[config.mk]
export PLATFORM = sky130hd
export DESIGN_NAME = alu4_exec
export DESIGN_NICKNAME = d
export VERILOG_FILES = /design/src/rtl/alu4_exec.sv
export SDC_FILE = /design/constraint.sdc
export NUM_CORES = 1
export LEC_CHECK = 0
export ABC_AREA = 1
export CORE_ASPECT_RATIO = 0.7
export CORE_MARGIN = 8
export CORE_UTILIZATION = 40
export CTS_BUF_LIST = sky130_fd_sc_hd__clkbuf_8
export CTS_CLUSTER_DIAMETER = 150
export DETAILED_ROUTE_END_ITERATION = 16
export HOLD_SLACK_MARGIN = 0.15
export SLEW_MARGIN = 20
export SYNTH_ARGS = -nofsm -noshare
export SYNTH_HDL_FRONTEND = slang
export SYNTH_HIERARCHICAL = 1
export SYNTH_SLANG_ARGS = --single-unit
export TNS_END_PERCENT = 100
[constraint.sdc]
create_clock -name clk -period 1.1 [get_ports clk]
set_input_delay 0.11 -clock clk [delete_from_list [all_inputs] [get_ports clk]]
set_output_delay 0.11 -clock clk [all_outputs]
set_load 0.01 [all_outputs]
[src/rtl/alu4_exec.sv]
// Registered command/response wrapper around the combinational alu4, with a 2-entry response FIFO.
// Optional operand chaining is enabled by defining ALU4_EXEC_CHAIN_EN.

module alu4 (
  input  logic [3:0] i_a,
  input  logic [3:0] i_b,
  input  logic [2:0] i_op,
  output logic [3:0] o_result,
  output logic [3:0] o_flags
);
  logic [4:0] w_sum;
  logic       w_c;
  logic       w_v;

  // Opcode decode; only add/sub produce carry and overflow.
  always_comb begin
    w_sum    = 5'd0;
    w_c      = 1'b0;
    w_v      = 1'b0;
    o_result = 4'd0;
    case (i_op)
      3'b000: o_result = ~i_a;
      3'b001: o_result = ~i_b;
      3'b010: o_result = i_a & i_b;
      3'b011: o_result = i_a | i_b;
      3'b100: o_result = i_a ^ i_b;
      3'b101: o_result = ~(i_a ^ i_b);
      3'b110: begin
        w_sum    = {1'b0, i_a} + {1'b0, ~i_b} + 5'd1;
        o_result = w_sum[3:0];
        w_c      = w_sum[4];
        w_v      = (i_a[3] != i_b[3]) && (w_sum[3] != i_a[3]);
      end
      3'b111: begin
        w_sum    = {1'b0, i_a} + {1'b0, i_b};
        o_result = w_sum[3:0];
        w_c      = w_sum[4];
        w_v      = (i_a[3] == i_b[3]) && (w_sum[3] != i_a[3]);
      end
      default: o_result = 4'd0;
    endcase
  end

  assign o_flags = {w_c, o_result[3], (o_result == 4'd0), w_v};
endmodule

module alu4_exec #(
  parameter int RSP_DEPTH = 2,
  parameter int CNT_W     = 8
) (
  input  logic             clk,
  input  logic             reset,
  input  logic             cmd_valid,
  output logic             cmd_ready,
  input  logic [3:0]       cmd_a,
  input  logic [3:0]       cmd_b,
  input  logic [2:0]       cmd_op,
  output logic             rsp_valid,
  input  logic             rsp_ready,
  output logic [3:0]       rsp_result,
  output logic [3:0]       rsp_flags,
  output logic [CNT_W-1:0] op_cnt,
  output logic             sticky_v,
  input  logic             clr_sticky
`ifdef ALU4_EXEC_CHAIN_EN
  ,
  input  logic             cmd_chain
`endif
);
  typedef enum logic [1:0] {
    ST_EMPTY = 2'd0,
    ST_ONE   = 2'd1,
    ST_FULL  = 2'(RSP_DEPTH)
  } state_t;

  state_t           r_state;
  state_t           w_state_nxt;
  logic [3:0]       r_head_res;
  logic [3:0]       r_head_flg;
  logic [3:0]       r_tail_res;
  logic [3:0]       r_tail_flg;
  logic [CNT_W-1:0] r_op_cnt;
  logic             r_sticky;
  logic [3:0]       w_a;
  logic [3:0]       w_res;
  logic [3:0]       w_flg;
  logic             w_push;
  logic             w_pop;

`ifdef ALU4_EXEC_CHAIN_EN
  logic [3:0] r_last_result;

  assign w_a = cmd_chain ? r_last_result : cmd_a;

  // Remembers the result of the most recent accept for chained operands.
  always_ff @(posedge clk or posedge reset) begin
    if (reset) begin
      r_last_result <= 4'd0;
    end else if (w_push) begin
      r_last_result <= w_res;
    end
  end
`else
  assign w_a = cmd_a;
`endif

  alu4 u_alu4 (
    .i_a      (w_a),
    .i_b      (cmd_b),
    .i_op     (cmd_op),
    .o_result (w_res),
    .o_flags  (w_flg)
  );

  // Ready depends only on registered state, so there is no path from rsp_ready.
  assign cmd_ready  = (r_state != ST_FULL);
  assign rsp_valid  = (r_state != ST_EMPTY);
  assign w_push     = cmd_valid && cmd_ready;
  assign w_pop      = rsp_ready && rsp_valid;
  assign rsp_result = r_head_res;
  assign rsp_flags  = r_head_flg;
  assign op_cnt     = r_op_cnt;
  assign sticky_v   = r_sticky;

  // Buffer occupancy state register.
  always_ff @(posedge clk or posedge reset) begin
    if (reset) begin
      r_state <= ST_EMPTY;
    end else begin
      r_state <= w_state_nxt;
    end
  end

  // Occupancy transitions; FULL cannot push because cmd_ready is low there.
  always_comb begin
    w_state_nxt = r_state;
    case (r_state)
      ST_EMPTY: begin
        if (w_push) w_state_nxt = ST_ONE;
        else        w_state_nxt = ST_EMPTY;
      end
      ST_ONE: begin
        if (w_push && !w_pop)      w_state_nxt = ST_FULL;
        else if (!w_push && w_pop) w_state_nxt = ST_EMPTY;
        else                       w_state_nxt = ST_ONE;
      end
      ST_FULL: begin
        if (w_pop) w_state_nxt = ST_ONE;
        else       w_state_nxt = ST_FULL;
      end
      default: w_state_nxt = ST_EMPTY;
    endcase
  end

  // Head/tail storage; the head register drives the response outputs directly.
  always_ff @(posedge clk or posedge reset) begin
    if (reset) begin
      r_head_res <= 4'd0;
      r_head_flg <= 4'd0;
      r_tail_res <= 4'd0;
      r_tail_flg <= 4'd0;
    end else begin
      case (r_state)
        ST_EMPTY: begin
          if (w_push) begin
            r_head_res <= w_res;
            r_head_flg <= w_flg;
          end
        end
        ST_ONE: begin
          if (w_push && w_pop) begin
            r_head_res <= w_res;
            r_head_flg <= w_flg;
          end else if (w_push) begin
            r_tail_res <= w_res;
            r_tail_flg <= w_flg;
          end
        end
        ST_FULL: begin
          if (w_pop) begin
            r_head_res <= r_tail_res;
            r_head_flg <= r_tail_flg;
          end
        end
        default: begin
          r_head_res <= 4'd0;
          r_head_flg <= 4'd0;
        end
      endcase
    end
  end

  // Accept counter and overflow sticky bit (a set beats a simultaneous clear).
  always_ff @(posedge clk or posedge reset) begin
    if (reset) begin
      r_op_cnt <= '0;
      r_sticky <= 1'b0;
    end else begin
      if (w_push) begin
        r_op_cnt <= r_op_cnt + CNT_W'(1);
      end
      if (w_push && w_flg[0]) begin
        r_sticky <= 1'b1;
      end else if (clr_sticky) begin
        r_sticky <= 1'b0;
      end
    end
  end
endmodule

==> key figures <==
Global route
  – Global-route wire length before repair: about 11 mm
  – Met1 layer usage reported by global route: 0.221
  – Via count of the first global-routing pass: between 2000 and 2500
  – Pin count of the biggest net entering global routing: 28
  – Total routing resource utilization after global routing: 0.162
  – Total congestion overflow after global routing: 0
  – Routing usage on met3: 0.0396
  – Most used routing layer in global routing: met2
  – M2 GR Usage: 0.250
  – Number of antenna violations at the first check in global routing: 0

Detailed routing
  – First DRT Iteration DRCs: about 170
  – Final Routed Wirelength: about 6.7 mm
  – DRT antenna net count: 0
  – Number of vias in the routed layout: 2378
  – Pre-antenna DRT Iters: 5
  – Wire length per cell: between 10 and 15 um
  – Drt drc: 0
  – Via-per-instance ratio: 4.97

Floorplanning
  – Initial Util: 0.417
  – DIE HEIGHT: around 78 um
  – Full die area: ~0.0082 mm2
  – I/O pin count: 35
  – Number of placement rows: 22
  – Die X-Extent: ~100 um
  – Core area: ~0.0053 mm2

Synthesis
  – Post-Synth Simple-Gate Area: 0.368
  – Warning count from the yosys run: 6
  – Xor/xnor cell area share of the yosys netlist: 0.0200
  – Distinct cell type count of the synthesized netlist: 31
  – Area fraction of the dominant cell type after synthesis: 0.308
  – FF+latch count, synth: 27
  – Library cell with the largest summed area after synthesis: dfrtp_1
  – Mapped Cells: ~300
  – Mean instance size in the synthesized netlist: ~7.4 um2
  – Top cells by area, synth: dfrtp_1 31%, nand2_1 11%, nand3_1 8.4%
  – Synth Area in Adders: 0.0924
  – Largest family of logic cells by synthesized area: simple AND/OR/NAND/NOR gates
  – Compound-gate portion of the synthesized area: 0.0832
  – Portion of the post-synthesis area used by sequential elements: 0.308
  – Post-synthesis mux area share: 0
  – Cell area after synthesis: around 0.0022 mm2
  – Mapped Nets: between 300 and 400

Status
  – Outcome: complete, but fails checks
  – Violated checks: setup timing

Clock tree
  – Library cell used as clock root buffer: clkbuf_8
  – Clock transition at the register clock pins on the worst setup and hold paths after CTS: 90 ps
  – Clock sink count: 27
  – Number of H-tree levels: 1
  – Maximum clock insertion buffer count: 2
  – Worst-Skew Late Latency: between 200 and 300 ps
  – Post-CTS Hold Buffers: 0
  – TritonCTS clock tree: done
  – TritonCTS Buffers: 3

Timing
  – Setup TNS Final: -6480 ps
  – Unrepaired setup endpoints after global routing: true
  – Setup violators final: 29
  – Final cycle utilization of the critical path: 1.41
  – Number of hold violations in the final report: 0
  – Final period demand of the worst path: ~1500 ps
  – Slew of the pin with the lowest slew margin: between 200 and 300 ps
  – Post-layout worst setup margin: -447 ps
  – Worst rel slew slack: 0.808
  – Slew Limit Fails: 0
  – Post-Route Skew: just over 5 ps
  – Fmax achieved: approximately 650 MHz

Power
  – Power Density: approximately 1400 mW/mm2
  – Max VDD drop: ~1000 uV
  – Power, Total: between 5 and 6 mW
  – Static power due to leakage: between 1.5 and 2 nW

Finish
  – Ratio of cells with drive above 1 in the final layout: 0.537
  – Final design instance area without fill: about 0.0037 mm2
  – Area overhead of the layout relative to synthesis: 68.1%
  – Filler cell count in the final layout: around 410
  – Inserted Diodes: 0
  – Final standard cell utilization of the core: 0.702
  – Net total in the final layout: between 400 and 500

Worst hold path
  – Hold crit path type: primary input to asynchronous set/reset pin

Placed design
  – Count of buffers from port buffering: 34
  – Instance area after placement: a little over 0.003 mm2
  – Final estimated routing congestion in global placement: 0.953
  – Detailed-placement wirelength estimate: approximately 4.5 mm

Worst setup path
  – Crit path launch type: primary input
  – Largest driver fanout on the critical path: 2
  – CP Data Arrival Time: 1760 ps
  – Worst endpoint required time: ~1300 ps
  – Category of the most critical setup path: primary input to flop
  – CP endpoint kind: flop

Run
  – Max-Cap Viols: 0
==> worst paths after layout <==
check	startpoint	end	slack, ps	cells past startpoint
worst max-delay path	cmd_a[0]	r_tail_flg[1]$_DFFE_PP0P_	-450	17
worst max register to register	r_state[1]$_DFF_PP0_	op_cnt[5]$_DFFE_PP0P_	-220	9
worst min register to register	r_tail_flg[3]$_DFFE_PP0P_	r_tail_flg[3]$_DFFE_PP0P_	490	2
min in group clk	clr_sticky	sticky_v$_DFFE_PP0P_	410	2
max in group asynchronous	reset	op_cnt[1]$_DFFE_PP0P_	770	3
worst min-delay path	reset	op_cnt[2]$_DFFE_PP0P_	150	3
==> Yosys cell counts, drive strengths merged <==
| library cell | instances |
|---|---|
| nand2 | 78 |
| inv | 52 |
| nand3 | 41 |
| dfrtp | 27 |
| nor2 | 25 |
| o21ai | 23 |
| ha | 13 |
| buf | 10 |
| nand4 | 7 |
| xor2 | 5 |
| a21oi | 4 |
| nor3 | 4 |
| fa | 2 |
| clkinv | 1 |
| nand3b | 1 |
| o211ai | 1 |
| o22ai | 1 |
==> power breakdown <==
| group | switching [mW] | total [mW] | leakage, nW | internal [mW] |
|---|---|---|---|---|
| clock | 0.317 | 0.571 | 0.0255 | 0.255 |
| combinational | 1.56 | 3.04 | 1.48 | 1.48 |
| sequential | 0.258 | 1.62 | 0.338 | 1.36 |
| total | 2.13 | 5.23 | 1.84 | 3.10 |
==> worst max-delay path, cell delays in order <==
cell     delay (ps)
buf_12          110
inv_12           40
ha_4            130
inv_2            40
fa_2            370
inv_2            60
nand2_2          40
nand2_1          80
o21ai_1          80
nor2_1          100
nand2_1          60
nand2_2          80
nand3_2          70
nor2_2           90
inv_1            60
buf_4           130
o21ai_2         110
==> metrics by stage <==
| step | setup slack, ps | hold slack [ps] | cells |
|---|---|---|---|
| 6_report | -447 | 152 | 478 |
| 5_1_grt | -532 | 191 | 478 |
| 4_1_cts | -473 | 166 | 466 |
| 3_5_place_dp | -1170 | 468 | 441 |
| 3_3_place_gp | -1150 | 458 | 441 |
| 2_1_floorplan | -431 | 163 | 295 |
==> layout make-up <==
type / instances / area (um2) / area share
Multi-Input combinational cell: 206 / 1580 / 0.429
Timing Repair Buffer: 116 / 1050 / 0.286
Sequential cell: 27 / 677 / 0.183
Inverter: 53 / 240 / 0.0651
Tap cell: 72 / 90.1 / 0.0244
Clock buffer: 3 / 41.3 / 0.0112
Clock inverter: 1 / 5.00 / 0.00136
==> what timing repair did <==
action / 4_1_cts / 5_1_grt
resized for setup: 119 / 74
gates cloned: 1 / 0
setup endpoints to repair: 46 / 40
pin swaps: 41 / 37
setup buffers: 21 / 15
==> layer usage <==
layer,part of all wire,wire length (um)
met5,0,0
met2,0.46,3090
met3,0.075,507
met1,0.45,3050
met4,0.014,93
==> sequential cells by signal, summed over array words and instances, names as in the netlist <==
signal,flops
r_state,2
rsp_flags,4
rsp_result,4
op_cnt,8
r_tail_flg,4
r_tail_res,4
sticky_v,1
==> cell usage in the layout, fill, tap and decap left out, types with 2 or more instances in the layout <==
| cell | instances |
|---|---|
| clkbuf_2 | 7 |
| fa_2 | 2 |
| nor2_1 | 12 |
| nand4_1 | 6 |
| inv_1 | 25 |
| buf_6 | 29 |
| buf_12 | 4 |
| a21oi_4 | 3 |
| dfrtp_1 | 26 |
| o21ai_2 | 11 |
| nor3_2 | 2 |
| buf_4 | 55 |
| o21ai_1 | 10 |
| dlygate4sd2_1 | 9 |
| xor2_1 | 4 |
| inv_4 | 5 |
| nand3_1 | 31 |
| inv_12 | 2 |
| ha_4 | 7 |
| nand3_2 | 9 |
| nand2_4 | 5 |
| nor2_4 | 8 |
| nand2_1 | 49 |
| ha_2 | 5 |
| nand2_8 | 3 |
| nand2_2 | 22 |
| clkbuf_8 | 3 |
| nor2_2 | 4 |
| clkdlybuf4s50_1 | 4 |
| nor3_1 | 2 |
| clkdlybuf4s15_1 | 5 |
| inv_2 | 19 |
==> kinds of logic after synthesis <==
| kind of cell | Yosys count |
|---|---|
| xor+xnor | 5 |
| flops | 27 |
| buf+inv | 63 |
| fa+ha+maj | 15 |
| compound gates | 29 |
| simple gates | 156 |
Note: power is estimated with default switching activity, not from simulation.
